**config.mk**
```make
export PLATFORM = sky130hd
export DESIGN_NAME = dmem_arbiter
export DESIGN_NICKNAME = d
export VERILOG_FILES = /design/src/rtl/dmem_arb_pkg.sv /design/src/rtl/rr_pick2.sv /design/src/rtl/dmem_arbiter.sv
export SDC_FILE = /design/constraint.sdc
export NUM_CORES = 1
export LEC_CHECK = 0
export ABC_AREA = 1
export ABC_CLOCK_PERIOD_IN_PS = 1700
export BUFFER_PORTS_ARGS = -buffer_cell sky130_fd_sc_hd__buf_2
export CAP_MARGIN = 30
export CORE_ASPECT_RATIO = 1.25
export CORE_MARGIN = 5
export CORE_UTILIZATION = 38
export DETAILED_ROUTE_END_ITERATION = 10
export GPL_TIMING_DRIVEN = 0
export PLACE_DENSITY = 0.81
export RECOVER_POWER = 25
export SYNTH_ARGS = -nofsm -noshare
export SYNTH_HDL_FRONTEND = slang
export SYNTH_SLANG_ARGS = --single-unit
export TNS_END_PERCENT = 1
```
**constraint.sdc**
```tcl
create_clock -name clock -period 1.7 [get_ports clock]
set_input_delay 0.34 -clock clock [delete_from_list [all_inputs] [get_ports clock]]
set_output_delay 0.34 -clock clock [all_outputs]
set_load 0.05 [all_outputs]
```
**src/rtl/dmem_arb_pkg.sv**
```systemverilog
// Shared types for the two-port dmem arbiter: owner state encoding and port indices.
package dmem_arb_pkg;

    typedef enum logic [1:0] {
        IDLE = 2'd0,
        OWN0 = 2'd1,
        OWN1 = 2'd2
    } arb_state_t;

    localparam int unsigned P0 = 0;
    localparam int unsigned P1 = 1;

endpackage

```
**src/rtl/rr_pick2.sv**
```systemverilog
// Two-way round-robin picker: a tie goes to the port that is not `last`.
module rr_pick2 (
    input  logic [1:0] req,
    input  logic       last,
    output logic       winner,
    output logic       valid
);

    always_comb begin
        valid  = |req;
        winner = 1'b0;
        if (req[1] && req[0]) begin
            winner = ~last;
        end else if (req[1]) begin
            winner = 1'b1;
        end
    end

endmodule

```
**src/rtl/dmem_arbiter.sv**
```systemverilog
// Round-robin arbiter between the CPU (port 0) and a secondary master (port 1) on one dmem.
// Optional alignment checking (err0/err1 outputs) when DMEM_ARB_ALIGN_CHECK_EN is defined.
module dmem_arbiter
    import dmem_arb_pkg::*;
#(
    parameter int unsigned Nloc     = 64,
    parameter int unsigned Dbits    = 32,
    parameter int unsigned MAXBURST = 4,
    localparam int unsigned AW      = $clog2(Nloc) + 2
) (
    input  logic             clock,
    input  logic             reset_n,
    input  logic             req0,
    input  logic             req1,
    input  logic             lock0,
    input  logic             lock1,
    input  logic             wr0,
    input  logic             wr1,
    input  logic [AW-1:0]    addr0,
    input  logic [AW-1:0]    addr1,
    input  logic [Dbits-1:0] wdata0,
    input  logic [Dbits-1:0] wdata1,
    output logic             gnt0,
    output logic             gnt1,
    output logic [Dbits-1:0] rdata0,
    output logic [Dbits-1:0] rdata1,
    output logic             rvalid0,
    output logic             rvalid1,
`ifdef DMEM_ARB_ALIGN_CHECK_EN
    output logic             err0,
    output logic             err1,
`endif
    output logic             mem_wr,
    output logic [AW-1:0]    mem_addr,
    output logic [Dbits-1:0] mem_din,
    input  logic [Dbits-1:0] mem_dout
);

    localparam int unsigned CW = $clog2(MAXBURST + 1);
    localparam logic [CW-1:0] CNT_SAT = CW'(MAXBURST - 1);

    arb_state_t    owner, owner_nxt;
    logic          last, last_nxt;
    logic [CW-1:0] burst_cnt, cnt_nxt;

    logic [1:0] pick_req;
    logic       pick_last;
    logic       pick_win;
    logic       pick_valid;
    logic       sat;
    logic       cur;
    logic       sel1;
    logic       ok0, ok1;

`ifdef DMEM_ARB_ALIGN_CHECK_EN
    assign ok0 = (addr0[1:0] == 2'b00);
    assign ok1 = (addr1[1:0] == 2'b00);
`else
    assign ok0 = 1'b1;
    assign ok1 = 1'b1;
`endif

    assign gnt0   = (owner == OWN0) & req0;
    assign gnt1   = (owner == OWN1) & req1;
    assign mem_wr = (gnt0 & wr0 & ok0) | (gnt1 & wr1 & ok1);
    assign sat    = (burst_cnt == CNT_SAT);

    // Idle bus follows the last owner so the address lines stay quiet between accesses.
    always_comb begin
        sel1 = last;
        if (owner == OWN0) begin
            sel1 = 1'b0;
        end else if (owner == OWN1) begin
            sel1 = 1'b1;
        end
    end

    assign mem_addr = sel1 ? addr1  : addr0;
    assign mem_din  = sel1 ? wdata1 : wdata0;

    // While owning, the owner's request is masked when it must yield, and ties favour the owner.
    always_comb begin
        pick_req  = {req1, req0};
        pick_last = last;
        case (owner)
            OWN0: begin
                pick_req  = {req1, req0 & ~(req1 & (~lock0 | sat))};
                pick_last = 1'b1;
            end
            OWN1: begin
                pick_req  = {req1 & ~(req0 & (~lock1 | sat)), req0};
                pick_last = 1'b0;
            end
            default: ;
        endcase
    end

    rr_pick2 u_pick (
        .req    (pick_req),
        .last   (pick_last),
        .winner (pick_win),
        .valid  (pick_valid)
    );

    // Next-state: stay and count, hand over, or drop back to IDLE.
    always_comb begin
        owner_nxt = owner;
        last_nxt  = last;
        cnt_nxt   = burst_cnt;
        cur       = (owner == OWN1) ? 1'(P1) : 1'(P0);
        case (owner)
            OWN0, OWN1: begin
                if (pick_valid && (pick_win == cur)) begin
                    cnt_nxt = sat ? burst_cnt : burst_cnt + CW'(1);
                end else begin
                    owner_nxt = pick_valid ? (pick_win ? OWN1 : OWN0) : IDLE;
                    cnt_nxt   = '0;
                    last_nxt  = cur;
                end
            end
            default: begin
                owner_nxt = pick_valid ? (pick_win ? OWN1 : OWN0) : IDLE;
                cnt_nxt   = '0;
            end
        endcase
    end

    always_ff @(posedge clock or negedge reset_n) begin
        if (!reset_n) begin
            owner     <= IDLE;
            last      <= 1'b1;
            burst_cnt <= '0;
        end else begin
            owner     <= owner_nxt;
            last      <= last_nxt;
            burst_cnt <= cnt_nxt;
        end
    end

    // Read return path, one register stage per port.
    always_ff @(posedge clock or negedge reset_n) begin
        if (!reset_n) begin
            rdata0  <= '0;
            rdata1  <= '0;
            rvalid0 <= 1'b0;
            rvalid1 <= 1'b0;
        end else begin
            rvalid0 <= gnt0 & ~wr0 & ok0;
            rvalid1 <= gnt1 & ~wr1 & ok1;
            if (gnt0 & ~wr0 & ok0) begin
                rdata0 <= mem_dout;
            end
            if (gnt1 & ~wr1 & ok1) begin
                rdata1 <= mem_dout;
            end
        end
    end

`ifdef DMEM_ARB_ALIGN_CHECK_EN
    always_ff @(posedge clock or negedge reset_n) begin
        if (!reset_n) begin
            err0 <= 1'b0;
            err1 <= 1'b0;
        end else begin
            err0 <= gnt0 & ~ok0;
            err1 <= gnt1 & ~ok1;
        end
    end
`endif

endmodule

```
==> results.ini, run 1 <==
[floorplanning]
fp.dieW_um=93.8
ios=229
start_util_pct=38.6
dieHeight_um=115
core_sq_um=8650
dieArea_sq_um=10800
placementRows=38

[cells_and_area]
multi_input_area_sq_um=1500
drive_gt1_share_pct=53.8
regArea_sq_um=1800
syn_to_final_growth_pct=63.8
antennaDiodeCount=0
fillCellCount=711
nets=719
stdcell_count=719

[run_status]
violations=max-capacitance violations, max-slew violations, negative setup slack
status=finished, violations left

[sta]
rsz0062_at_grt=yes
slew_headroom_pct=-3.29
setup_slack_ns=-0.574
final_max_slew_viol_count=73
worst_hold_slack_ns=0.197
hold_viol=0
setup-tns-final_ns=-22.47
fin_skew_ns=0.00927
period_minus_slack_ns=2.27
finalCritPeriodShare_pct=134
setup_viol=43
fmax_mhz=440
tightestPinTransition_ns=1.55

[clock_network]
htree_levels=3
clock-sinks=72
root_buffer=clkbuf_8
clkTransAtPathRegs_ns=0.07
cts-buffers-inserted=9
clk_latency_ns=0.34
clockBufferDepth=2
cts_tree=yes

[critical_path]
required_ns=1.36
reg2reg_to=rdata1[28]$_DFFE_PN0P_
cpPeakStageDelay_ns=0.42
crit_path_start_kind=flop
regToRegSetupSlack_ns=0.03
crit_path_top_delay_cell=dfrtp_1
crit_buf_inv=5
path_max_fanout=6
path_class=flop to primary output
worstPathArrival_ns=1.93
path_cells=inv_1 -> ha_2 -> inv_2 -> o21ai_4 -> buf_12 -> buf_12 -> mux2_4 -> buf_8
cpMostUsedCell=buf_12
r2r-start=owner[0]$_DFFE_PN0P_
rr_worst_depth=8
end_kind=primary output
crit_family=buffers and inverters

[routing]
vias_per_cell=4.87
drc=0
drt-initial-drc-count=139
drt_wl_total_um=12400
avgRoutedWirePerCell_um=17.2
postRouteAntennaNets=0
first_pass_iters=5
vias=3505

[place]
io_buffers=228
gp_congestion=0.809
place_inst=698
pre_cts_slack_ns=-0.292
dpl.hpwl_um=9340

[power_and_ir_drop]
p_per_area_nw_per_um2=2470
p_int_uw=6210
leakage_uw=0.00314
power_frac_comb_pct=68.8
p_seq_share_pct=22.2
vdd_drop_max_mv=1.44
switching_share_pct=54.0
power_switching_uw=7290
power.share.clock_pct=8.9

[min_path]
hold_start=wr1
holdPathStages=2
hp-class=input port to flop
hold_end=rvalid1$_DFF_PN0_

[yosys]
seq_area_frac_synth_pct=54.0
postSynthNetCount=474
syn-instance-count=350
yosys_warnings=0
ys_types=22
syn_area_sq_um=3340
avgSynthCellArea_sq_um=9.54
ys_seq_elements=72

[grt]
grt_pass1_vias=3682
grt_pass1_wl_um=18500
grt_antenna_before_repair=1
grt_max_degree=73
gr-usage-all-layers_pct=22.3
overflow=0

[run]
max_cap_violations=1

-- cell type report --
class                   instances  area share [%]
flip-flops and latches         72            33.0
clock inverters                 2           0.274
plain buffers                  16            2.40
well taps                     120            2.74
inverters                      45            3.16
clock buffers                  13            2.90
multi-input cells             217            27.4
repair buffers                234            28.2
-- worst register-to-register path, cell delays in order (launching register included) --
cell	delay [ns]
dfrtp_1	0.38
inv_2	0.06
ha_4	0.17
buf_6	0.13
nand2_4	0.09
nor2_2	0.05
inv_2	0.15
clkbuf_1	0.37
o21ai_0	0.15
-- power by group through the flow --
stage / Sequential (uW) / Combinational, uW / Clock (uW)
floorplan: 5700 / 3630 / 0
global placement: 2970 / 8070 / 0
detailed placement: 3010 / 8190 / 0
CTS: 3000 / 9170 / 1220
global route: 3100 / 9710 / 1310
finish: 3000 / 9290 / 1210
-- worst max path at each step --
| stage | from | to | slack (ns) | depth (start not counted) |
|---|---|---|---|---|
| after CTS | owner[1]$_DFFE_PN0P_ | mem_din[31] | -0.58 | 8 |
| after detailed placement | owner[0]$_DFFE_PN0P_ | mem_din[4] | -0.29 | 6 |
| final | owner[1]$_DFFE_PN0P_ | mem_din[4] | -0.57 | 8 |
| after floorplan | owner[1]$_DFFE_PN0P_ | mem_addr[0] | -0.02 | 4 |
| after global placement | owner[1]$_DFFE_PN0P_ | mem_din[4] | -0.25 | 5 |
| after global routing | owner[1]$_DFFE_PN0P_ | mem_din[31] | -0.64 | 8 |
-- metal layers --
metal	vias to the layer above	global-route usage, %	wire [um]
li1	1610	-	-
met1	1655	23.0	4310
met2	207	40.5	6320
met3	31	8.12	1410
met4	2	9.25	303
met5	-	0	12
-- cells by family after synthesis --
group | after synthesis | share of synthesized area, %
XOR/XNOR | 1 | 0.262
AND/OR/NAND/NOR | 100 | 12.1
buffers and inverters | 61 | 7.46
flip-flops | 72 | 54.0
adder cells (fa/ha/maj) | 4 | 1.50
multiplexers | 41 | 13.8
AO/OA/AOI/OAI | 71 | 10.9
-- cells in the final DEF, fill, tap and decap left out, types with 5 or more instances in the layout --
master,netlist,layout
inv_1,41,38
buf_6,0,42
clkbuf_1,8,5
clkbuf_8,0,11
nor2_1,7,7
buf_2,4,190
nand3_1,6,5
mux2_4,0,40
inv_2,4,6
o21ai_0,61,60
nand2_1,80,80
o21ai_1,6,6
dfrtp_1,71,71
-- Yosys cell counts --
cell type	n	area (sq um)
nand2_1	80	300
dfrtp_1	71	1780
o21ai_0	61	305
inv_1	41	154
mux2_2	40	450
clkbuf_1	8	30.0
nor2_1	7	26.3
nand3_1	6	30.0
o21ai_1	6	30.0
nand2_2	5	31.3
buf_2	4	20.0
buf_4	4	30.0
ha_1	4	50.1
inv_2	4	15.0
o211ai_1	2	15.0
a21oi_1	1	5.00
a22o_1	1	8.76
dfstp_2	1	26.3
mux2i_1	1	10.0
nand3_2	1	10.0
nor2_2	1	6.26
xor2_1	1	8.76
-- through the flow --
| stage | cell area (sq um) | total power [uW] | util, % |
|---|---|---|---|
| detailed placement | 4830 | 11200 | 55.9 |
| finish | 5470 | 13500 | 63.2 |
| CTS | 5420 | 13400 | 62.6 |
| floorplan | 3540 | 9330 | - |
| global placement | 4830 | 11000 | 55.8 |
| global route | 5470 | 14100 | 63.2 |
-- registers in the layout, summed over array words and instances (netlist names) --
name,count
rvalid0,1
rdata0,32
last,1
owner,2
rdata1,32
burst_cnt,3
rvalid1,1
-- what timing repair did --
| action | CTS | global route |
|---|---|---|
| endpoints found under the setup margin | 53 | 98 |
| pin swaps | 1 | 1 |
| hold endpoints to repair | 0 | 0 |
| setup buffers | 3 | 0 |
| resized for setup | 101 | 12 |
| gates cloned | 2 | 1 |
| hold buffers | 0 | 0 |
Power figures use the tool's default switching activity.
==> run 2, diff against run 1 <==
Settings changed: ABC_CLOCK_PERIOD_IN_PS 1700 to default, RECOVER_POWER 25 to 50.
==> run 2 against run 1 <==
  * The run still ends with max-capacitance violations, max-slew violations, negative setup slack left
  * Sequential power hardly changed
  * Die area stayed put
  * Power is 0.30% lower
  * Combinational power is 0.4% lower
  * Fmax hardly changed
  * Flip-flop and latch count stayed put
  * Routed wire length is 0.14% lower
  * Critical path type unchanged
  * Critical endpoint unchanged
  * Largest cell class unchanged
==> results.ini, run 2 (same netlist as run 1, synthesis figures left out) <==
[cells_and_area]
top_regs=rdata0 (32), rdata1 (32), burst_cnt (3)
syn_to_final_growth_pct=63.2
multi_input_area_sq_um=1500  ; -0.17%
nets=719  ; unchanged
fillCellCount=718  ; +0.98%
layout_common_cells=buf_2 (176), nand2_1 (80), dfrtp_1 (71)
regArea_sq_um=1800  ; unchanged
finalInstanceArea_sq_um=5450  ; -0.34%
layout_commonest_cell=buf_2
drive_gt1_share_pct=51.4  ; -2.3 points
antennaDiodeCount=0  ; unchanged

[grt]
overflow=0  ; unchanged
grt_pass1_vias=3682  ; unchanged
grt_pass1_wl_um=18500  ; unchanged
grt_antenna_before_repair=1  ; unchanged
gr-usage-all-layers_pct=22.3  ; unchanged
grt_max_degree=73  ; unchanged

[floorplanning]
core_sq_um=8650  ; unchanged
fp.dieW_um=93.8  ; unchanged
dieHeight_um=115  ; unchanged
start_util_pct=38.6  ; unchanged
ios=229  ; unchanged
placementRows=38  ; unchanged
dieArea_sq_um=10800  ; unchanged

[routing]
postRouteAntennaNets=0  ; unchanged
avgRoutedWirePerCell_um=17.2  ; -0.14%
vias_per_cell=4.85  ; -0.43%
vias=3490  ; -0.43%
first_pass_iters=4  ; -1
drt-initial-drc-count=137  ; -1.4%
drt_wl_total_um=12300  ; -0.14%
drc=0  ; unchanged

[critical_path]
worstPathArrival_ns=1.94  ; about the same
path_max_fanout=6  ; unchanged
regToRegSetupSlack_ns=0  ; -0.03 ns
end_kind=primary output
path_class=flop to primary output
required_ns=1.36  ; about the same
crit_path_start_kind=flop

[power_and_ir_drop]
leakage_uw=0.00309  ; -1.4%
p_per_area_nw_per_um2=2470  ; about the same
total_power_uw=13500  ; -0.30%
vdd_drop_max_mv=1.44  ; about the same

[sta]
slew_headroom_pct=-2.68  ; +0.62 points
fin_skew_ns=0.00935  ; +0.0000765 ns
setup_slack_ns=-0.575  ; -0.00126 ns
fmax_mhz=439  ; about the same
setup_viol=43  ; unchanged
rsz0062_at_grt=yes
finalCritPeriodShare_pct=134  ; about the same
tightestPinTransition_ns=1.54  ; -0.00924 ns
final_max_slew_viol_count=73  ; unchanged
hold_viol=0  ; unchanged
period_minus_slack_ns=2.28  ; +0.00126 ns

[place]
io_buffers=228  ; unchanged
place_area_sq_um=4830  ; unchanged
dpl.hpwl_um=9340  ; unchanged
gp_congestion=0.809  ; unchanged

[run_status]
status=finished, violations left
violations=max-capacitance violations, max-slew violations, negative setup slack

[run]
max_cap_violations=1  ; unchanged

[clock_network]
cts-buffers-inserted=9  ; unchanged
clock-sinks=72  ; unchanged
htree_levels=3  ; unchanged
root_buffer=clkbuf_8
clkTransAtPathRegs_ns=0.06  ; about the same
clk_latency_ns=0.34  ; about the same
cts_tree=yes
clockBufferDepth=2  ; unchanged

[min_path]
hp-class=input port to flop

-- run 2: worst paths after layout --
check,start,end,depth (start not counted)
max,owner[1]$_DFFE_PN0P_,mem_din[4],8
min,wr0,rvalid0$_DFF_PN0_,2
max reg2reg,owner[1]$_DFFE_PN0P_,rdata1[28]$_DFFE_PN0P_,7
min reg2reg,rdata0[25]$_DFFE_PN0P_,rdata0[25]$_DFFE_PN0P_,2
max in group asynchronous,reset_n,rdata1[3]$_DFFE_PN0P_,1
min in group asynchronous,reset_n,rdata0[19]$_DFFE_PN0P_,1
-- run 2: critical path: stages, from the launching register on --
cell	delay, ns
dfrtp_1	0.42
inv_1	0.08
ha_2	0.18
inv_2	0.05
o21ai_4	0.07
buf_12	0.17
buf_12	0.14
mux2_4	0.32
buf_8	0.16
-- run 2: repair_timing --
action | CTS | global route
gates cloned | 2 | 1
hold buffers | 0 | 0
gates resized for setup | 101 | 12
pin swaps | 1 | 1
buffers inserted | 3 | 0
setup endpoints to repair | 53 | 98
-- run 2: layout make-up --
class | instances | share of cell area [%]
Tap cell | 120 | 2.75
Multi-Input combinational cell | 217 | 27.4
Timing Repair Buffer | 234 | 28.0
Inverter | 45 | 3.17
Clock buffer | 13 | 2.91
Buffer | 16 | 2.41
Clock inverter | 2 | 0.275
Sequential cell | 72 | 33.1
-- run 2: metal layers --
| metal | vias up | global-route usage [%] | part of all wire, % |
|---|---|---|---|
| li1 | 1611 | - | - |
| met1 | 1645 | 23.0 | 35 |
| met2 | 205 | 40.5 | 51 |
| met3 | 27 | 8.12 | 12 |
| met4 | 2 | 9.25 | 2.4 |
| met5 | - | 0 | 0.097 |
-- run 2: per-stage QoR --
| stage | instances | setup TNS, ns | hold WS (ns) | worst slack [ns] | util (%) |
|---|---|---|---|---|---|
| 6_report | 719 | -22.53 | 0.202 | -0.575 | 63.0 |
| 5_1_grt | 719 | -28.37 | 0.195 | -0.637 | 63.0 |
| 4_1_cts | 718 | -22.87 | 0.139 | -0.580 | 62.6 |
| 3_5_place_dp | 698 | -9.41 | 0.468 | -0.292 | 55.9 |
| 3_3_place_gp | 698 | -9.46 | 0.462 | -0.250 | 55.8 |
| 2_1_floorplan | 350 | -0.798 | 0.0444 | -0.0199 | - |
-- run 2: power by group --
part | internal (uW) | total [uW] | switching (uW) | leakage, uW
logic | 3030 | 9250 | 6220 | 0.00210
registers | 2530 | 3010 | 474 | 0.000905
clock network | 603 | 1200 | 602 | 0.0000817
total | 6160 | 13500 | 7290 | 0.00309
